<file path="config.mk">
export PLATFORM = sky130hd
export DESIGN_NAME = multiplier_seq
export DESIGN_NICKNAME = d
export VERILOG_FILES = /design/src/rtl/multiplier_seq.sv
export SDC_FILE = /design/constraint.sdc
export NUM_CORES = 1
export LEC_CHECK = 0
export CORE_ASPECT_RATIO = 0.9
export CORE_MARGIN = 4
export CORE_UTILIZATION = 65
export DETAILED_ROUTE_END_ITERATION = 10
export GPL_ROUTABILITY_DRIVEN = 0
export PLACE_DENSITY = 0.84
export SLEW_MARGIN = 20
export SYNTH_ARGS = -nofsm -noshare
export SYNTH_HDL_FRONTEND = slang
export SYNTH_SLANG_ARGS = --single-unit
</file>
<file path="constraint.sdc">
create_clock -name clk -period 6.9 [get_ports clk]
set_input_delay 1.38 -clock clk [delete_from_list [all_inputs] [get_ports clk]]
set_output_delay 1.38 -clock clk [all_outputs]
set_load 0.02 [all_outputs]
</file>
<file path="src/rtl/multiplier_seq.sv">
// Signed fixed-point multiplier, out = in * constant >> FRAC_BITS, computed one bit per cycle
// on operand magnitudes, then rounded half away from zero and saturated on the result sign.
module multiplier_seq #(
  parameter int WIDTH     = 32,
  parameter int FRAC_BITS = 31
) (
  input  logic             clk,
  input  logic             rst_n,
  input  logic             clear,
  input  logic             in_valid,
  output logic             in_ready,
  input  logic [WIDTH-1:0] in_data,
  input  logic [WIDTH-1:0] constant,
  output logic             out_valid,
  input  logic             out_ready,
  output logic [WIDTH-1:0] out_data,
  output logic             out_sat,
  output logic             busy
);

  localparam int CW = $clog2(WIDTH);
  localparam logic [2*WIDTH:0] NEG_LIM = (2*WIDTH+1)'(1) << (WIDTH-1);
  localparam logic [2*WIDTH:0] POS_LIM = NEG_LIM - (2*WIDTH+1)'(1);
  localparam logic [WIDTH-1:0] MAX_VAL = {1'b0, {(WIDTH-1){1'b1}}};
  localparam logic [WIDTH-1:0] MIN_VAL = {1'b1, {(WIDTH-1){1'b0}}};

  typedef enum logic [1:0] {
    S_IDLE,
    S_BUSY,
    S_FINAL,
    S_DONE
  } state_t;

  state_t             state_q, state_d;
  logic [2*WIDTH-1:0] acc_q, acc_d;
  logic [2*WIDTH-1:0] mcand_q, mcand_d;
  logic [WIDTH-1:0]   mult_q, mult_d;
  logic [CW-1:0]      cnt_q, cnt_d;
  logic               sign_q, sign_d;
  logic               out_valid_q, out_valid_d;
  logic [WIDTH-1:0]   out_data_q, out_data_d;
  logic               out_sat_q, out_sat_d;

  logic               accept;
  logic [WIDTH-1:0]   abs_a, abs_b;
  logic [2*WIDTH-1:0] shifted;
  logic [2*WIDTH:0]   mag;
  logic [WIDTH-1:0]   mag_w;

  // Accept path doubles as the release path when DONE is retired on the same edge
  assign in_ready  = !clear && (state_q == S_IDLE || (state_q == S_DONE && out_ready));
  assign accept    = in_valid && in_ready;
  assign busy      = (state_q != S_IDLE);
  assign out_valid = out_valid_q;
  assign out_data  = out_data_q;
  assign out_sat   = out_sat_q;

  always_comb begin
    abs_a   = in_data[WIDTH-1]  ? (~in_data + 1'b1)  : in_data;
    abs_b   = constant[WIDTH-1] ? (~constant + 1'b1) : constant;
    shifted = acc_q >> FRAC_BITS;
    mag     = {1'b0, shifted} + {{(2*WIDTH){1'b0}}, acc_q[FRAC_BITS-1]};
    mag_w   = mag[WIDTH-1:0];
  end

  always_comb begin
    state_d     = state_q;
    acc_d       = acc_q;
    mcand_d     = mcand_q;
    mult_d      = mult_q;
    cnt_d       = cnt_q;
    sign_d      = sign_q;
    out_valid_d = out_valid_q;
    out_data_d  = out_data_q;
    out_sat_d   = out_sat_q;

    case (state_q)
      S_BUSY: begin
        if (mult_q[0]) acc_d = acc_q + mcand_q;
        mcand_d = mcand_q << 1;
        mult_d  = mult_q >> 1;
        cnt_d   = cnt_q - 1'b1;
        if (cnt_q == '0) state_d = S_FINAL;
      end
      S_FINAL: begin
        if (!sign_q && mag > POS_LIM) begin
          out_data_d = MAX_VAL;
          out_sat_d  = 1'b1;
        end else if (sign_q && mag > NEG_LIM) begin
          out_data_d = MIN_VAL;
          out_sat_d  = 1'b1;
        end else begin
          out_data_d = sign_q ? (~mag_w + 1'b1) : mag_w;
          out_sat_d  = 1'b0;
        end
        out_valid_d = 1'b1;
        state_d     = S_DONE;
      end
      S_DONE: begin
        if (out_ready) begin
          out_valid_d = 1'b0;
          state_d     = S_IDLE;
        end
      end
      default: ;
    endcase

    if (accept) begin
      mcand_d = {{WIDTH{1'b0}}, abs_a};
      mult_d  = abs_b;
      acc_d   = '0;
      cnt_d   = CW'(WIDTH-1);
      sign_d  = in_data[WIDTH-1] ^ constant[WIDTH-1];
      state_d = S_BUSY;
    end

    if (clear) begin
      state_d     = S_IDLE;
      out_valid_d = 1'b0;
      out_sat_d   = 1'b0;
    end
  end

  always_ff @(posedge clk or negedge rst_n) begin
    if (!rst_n) begin
      state_q     <= S_IDLE;
      acc_q       <= '0;
      mcand_q     <= '0;
      mult_q      <= '0;
      cnt_q       <= '0;
      sign_q      <= 1'b0;
      out_valid_q <= 1'b0;
      out_data_q  <= '0;
      out_sat_q   <= 1'b0;
    end else begin
      state_q     <= state_d;
      acc_q       <= acc_d;
      mcand_q     <= mcand_d;
      mult_q      <= mult_d;
      cnt_q       <= cnt_d;
      sign_q      <= sign_d;
      out_valid_q <= out_valid_d;
      out_data_q  <= out_data_d;
      out_sat_q   <= out_sat_d;
    end
  end

endmodule
</file>
---- Word-level counts from Yosys, hierarchy flattened ----
Index checks and enable logic that the tools add are counted.
cells by class
  equality and inequality tests ........... 6
  bitwise logic cells ..................... 4
  reduce and logical (&&, ||, !) cells .... 19
  $lt $le $gt $ge ......................... 2
  muxes and demuxes ....................... 26
  shifts and indexed selects .............. 0
  div/mod/pow operators ................... 0
  add/sub/neg operators ................... 6
  $mul .................................... 0
operators with widths
  operator                                               count
  two-way mux 64 bit                                     5
  two-way mux 32 bit                                     7
  adder 32 x 1 -> 32 bit (second input constant)         3
  inverter 32 bit                                        3
  adder 64 bit                                           1
  adder 33 x 1 -> 34 bit                                 1
  > comparator 34 x 31 -> 1 bit (second input constant)  1
  > comparator 34 x 32 -> 1 bit (second input constant)  1
  two-way mux 5 bit                                      2
  two-way mux 2 bit                                      4
  != test 4 bit (second input constant)                  2
  nonzero test 2 bit                                     4
  two-way mux 1 bit                                      6
  case mux 2 bit (3 select lines)                        1
  logical AND 1 bit                                      5
  zero test 5 bit                                        1
  nonzero test 5 bit                                     1
  subtractor 5 x 1 -> 5 bit (second input constant)      1
  equality test 2 bit (second input constant)            2
  AND reduction 2 bit                                    2
  != test 3 bit (second input constant)                  1
  AND reduction 3 bit                                    1
  nonzero test 3 bit                                     1
  equality test 2 x 1 -> 1 bit (second input constant)   1
  other kinds (5)                                        6
word-level totals
  output and inout bits ................... 36
  flip-flop bits (word level) ............. 202
  ROM bits ................................ 0
  memories ................................ 0
  RAM bits ................................ 0
  bits in latches ......................... 0

---- Logic depth before layout (Yosys ltp) ----
  depth in word-level cells ............... 7
  mapped depth ............................ 13

---- Worst setup path before layout ----
No wires, ideal clock.
  path type ............................... input-to-reg
  start point ............................. input port in_data[5]
  end point ............................... register mcand_q[27]
  path buffers ............................ 0
  slack ................................... 2740 ps
  required time ........................... 6763 ps
  cell stages on the path ................. 9
  arrival time ............................ 4023 ps
  library setup time ...................... 137 ps
  cell sequence ........................... or4_1 nor4b_2 nand2b_1 nand2b_1 or4_1 or4_1 o31ai_1 xor2_1 a21oi_1
between the ends
  cells in the longest elaborated chain, start to end .. 4
RTL lines
  item                    line  text
  from (decl)             12    input logic [WIDTH-1:0] in_data,
  inverter 32 bit         59    abs_a = in_data[WIDTH-1] ? (~in_data + 1'b1) : in_data;
  adder 32 x 1 -> 32 bit  59
  two-way mux 32 bit      59
  two-way mux 64 bit      108   if (accept) begin
  to (signal assigned)    138   mcand_q <= mcand_d;
  to (decl)               36    logic [2*WIDTH-1:0] mcand_q, mcand_d;
Every way passes these cells.
A chain may end at the register's enable or synchronous reset.

---- Final worst setup path ----
  start point ............................. register acc_q[30]
  end point ............................... register out_data_q[20], in the netlist out_data[20]
between the ends
  cells in the longest elaborated chain, start to end .. 6
RTL lines
  item                        line  text
  from (decl)                 35    logic [2*WIDTH-1:0] acc_q, acc_d;
  from (signal assigned)      127   acc_q <= '0;
  from (signal assigned)      137   acc_q <= acc_d;
  adder 33 x 1 -> 34 bit (*)  62    mag = {1'b0, shifted} + {{(2*WIDTH){1'b0}}, acc_q[FRAC_BITS-1]};
  inverter 32 bit             93    out_data_d = sign_q ? (~mag_w + 1'b1) : mag_w;
  adder 32 x 1 -> 32 bit      93
  two-way mux 32 bit          93
  two-way mux 32 bit          89    end else if (sign_q && mag > NEG_LIM) begin
  two-way mux 32 bit (*)      86    if (!sign_q && mag > POS_LIM) begin
  to (signal assigned)        143   out_data_q <= out_data_d;
  to (decl)                   41    logic [WIDTH-1:0] out_data_q, out_data_d;
Mark *: on every way between the ends. The rest lies on a longest branch, timed or not.

==> impl_metrics.py <==
metrics = {
    "outcome": {
        "status": "finished, final reports clean",
    },
    "yosys": {
        "netlist_area_um2": 15200,
        "synthSimpleGateAreaFrac_pct": 24.1,
        "synth-xor-area-share_pct": 8.93,
        "muxShareOfSynthArea_pct": 0.790,
        "synth_top_cell_by_area": "dfrtp_1",
        "synth_async_sr_flop_share_pct": 100,
        "netlist_top_cells_area": "dfrtp_1 (33%), nand2_1 (8.0%), ha_1 (5.9%)",
        "synth-edff-count": 0,
        "seq_area_frac_synth_pct": 33.2,
        "yosys.area.top_type_share_pct": 33.2,
        "synth_seq_cells": 202,
        "avgSynthCellArea_um2": 7.93,
        "yosys_warnings": 0,
        "synth_flop_cell": "dfrtp_1",
        "synth_compound_area_share_pct": 23.0,
        "synth_nets": 2059,
        "synthAdderAreaFrac_pct": 6.06,
        "ys_types": 74,
        "postSynthCellCount": 1917,
        "synth_top_family_by_area": "simple AND/OR/NAND/NOR gates",
    },
    "pwr": {
        "power_frac_comb_pct": 42.0,
        "power_mw": 4.88,
        "p_seq_share_pct": 32.3,
        "leakagePower_nw": 7.27,
        "p_clk_share_pct": 25.7,
        "vdd_drop_max_mv": 0.234,
        "internal-power_mw": 2.96,
        "p_sw_mw": 1.93,
        "switching_share_pct": 39.4,
        "powerDensity_nw_per_um2": 287,
    },
    "worst_setup_path": {
        "worstPathMaxFanout": 11,
        "slowest_stage": "a21oi_1",
        "cp.required_ns": 7.30,
        "crit_family": "compound AO/OA/AOI/OAI gates",
        "crit_buf_inv": 0,
        "crit_chain": "ha_1 > ha_1 > nand3_1 > nor3_1 > nand3_1 > mux2i_1 > o2111ai_1 > nor4_1 > a21oi_1 > nor2_1 > a22o_1",
        "crit_arrival_ns": 4.90,
        "criticalPathCategory": "flop to flop",
        "worst_setup_path_end_kind": "flop",
        "cp-start-kind": "flop",
        "critPathMaxStageDelay_ns": 0.87,
    },
    "sta": {
        "finalCritPeriodShare_pct": 65.2,
        "rsz0062_at_grt": "false",
        "finalHoldViolCount": 0,
        "layout_min_cycle_time_ns": 4.50,
        "worst_clock_skew_ns": 0.0185,
        "worst_slew_pin_slew_ns": 1.11,
        "slew_viol_final": 0,
        "tns_ns": 0,
        "setup_viol": 0,
        "fmax_mhz": 222,
        "relSlewSlack_pct": 25.8,
    },
    "die": {
        "die_w_um": 169,
        "start_util_pct": 66.8,
        "io_pins": 105,
        "dieArea_um2": 25900,
        "die_y_um": 153,
        "num_rows": 52,
        "core_um2": 22800,
    },
    "cts": {
        "root_buffer": "clkbuf_16",
        "cts_htree_levels": 1,
        "clk_pin_slew_ns": 0.06,
        "cts_resized": 0,
        "ctsHoldBuffers": 0,
        "cts_buffers": 23,
        "clkSinkCount": 202,
        "clock_latency_ns": 0.53,
        "postCtsSetupBuffers": 0,
        "clk_path_buf_depth": 3,
        "cts_tree": "done",
    },
    "layout": {
        "drive_gt1_share_pct": 4.09,
        "stdcell_count": 2252,
        "syn_to_final_growth_pct": 12.0,
        "antenna_cells": 0,
        "finalInstanceArea_um2": 17000,
        "n_fill_cell": 1743,
        "layout.cells.most_common": "nand2_1",
        "nNetsFinal": 2080,
        "final_cell_mix": "nand2_1 (321), dfrtp_1 (202), a21oi_1 (142), o21ai_0 (141), nor2_1 (124)",
        "multi_input_area_um2": 9600,
        "seqCellArea_um2": 5050,
    },
    "placement": {
        "dpl.hpwl_um": 27900,
        "dp_cells": 2210,
        "portBuffers": 104,
        "placedInstanceArea_um2": 16300,
    },
    "routing": {
        "viasPerCell": 6.50,
        "ant_nets": 0,
        "routed_wl_um": 39900,
        "drt_iter0_drc": 1690,
        "drc": 0,
        "dr.pass1.iters": 7,
        "drt-wirelength-per-cell_um": 17.7,
        "routed-via-count": 14646,
    },
    "grt": {
        "grt_remaining_overflow": 0,
        "grt_first_pass_wirelength_um": 66800,
        "track_usage_pct": 30.0,
        "grt_max_degree": 123,
        "grt_antenna_before_repair": 0,
        "grt_pass1_vias": 13801,
    },
    "min_path": {
        "hp-class": "flop to flop",
    },
    "flow_run": {
        "drv_cap": 0,
    },
}
==> cells by family after synthesis <==
group,Yosys count
simple gates,767
compound gates,556
flops,202
xor+xnor,155
buf+inv,152
fa+ha+maj,73
mux,12
==> Yosys cell counts (all sizes together) (20+ instances only) <==
cell and n:
o31ai 34, buf 20, nand4 26, dfrtp 202, clkbuf 97, a21o 36
a31oi 59, ha 72, o21ai 147, nand2b 22, and3 29, nor2 124
nand3 104, inv 34, xor2 55, nor3 27, a21oi 142, nand2 323
xnor2 100
==> per-layer routing <==
layer	vias up	wire (um)	GRT usage, %
met2	586	18500	48.2
met4	0	1090	8.43
li1	7000	-	-
met1	6971	17400	42.8
met5	-	0	0
met3	89	2940	4.31
==> worst min-delay path: stages, from the launching register on <==
cell and delay (ns):
dfrtp_1 0.34, nand2_1 0.05, o31ai_1 0.05
==> power groups by stage <==
stage | Sequential, mW | Clock (mW) | Combinational, mW
floorplan | 1.50 | 0 | 1.60
global placement | 1.58 | 0 | 1.92
detailed placement | 1.59 | 0 | 1.99
CTS | 1.57 | 1.27 | 2.01
global route | 1.60 | 1.33 | 2.29
finish | 1.58 | 1.25 | 2.05
==> flip-flops by register name (all words and copies together), names as in the netlist <==
name / flops
mult_q: 32
cnt_q: 5
mcand_q: 64
state_q: 2
out_sat: 1
sign_q: 1
out_data: 32
out_valid: 1
acc_q: 64
==> through the flow <==
step	util, %	hold WS (ns)	setup slack, ns
6_report	74.8	0.477	2.40
5_1_grt	74.8	0.502	2.12
4_1_cts	74.8	0.482	2.44
3_5_place_dp	71.4	0.468	1.90
3_3_place_gp	71.4	0.460	1.99
2_1_floorplan	-	0.455	2.74
==> final timing paths <==
path,from,to,slack (ns),depth (start not counted)
hold / removal,out_data[1],out_data[1],0.48,2
max in group asynchronous,rst_n,mult_q[20],4.74,2
hold reg to reg,out_data[1],out_data[1],0.48,2
min in group asynchronous,rst_n,acc_q[32],0.89,1
setup reg to reg,acc_q[30],out_data[20],2.40,11
setup / recovery,acc_q[30],out_data[20],2.40,11
==> layout make-up <==
type / instances / share of cell area (%)
clock inverters: 13 / 0.860
clock buffers: 29 / 3.63
repair buffers: 113 / 6.50
well taps: 297 / 2.18
multi-input cells: 1563 / 56.4
flip-flops and latches: 202 / 29.7
inverters: 35 / 0.771
Power figures use the tool's default switching activity.
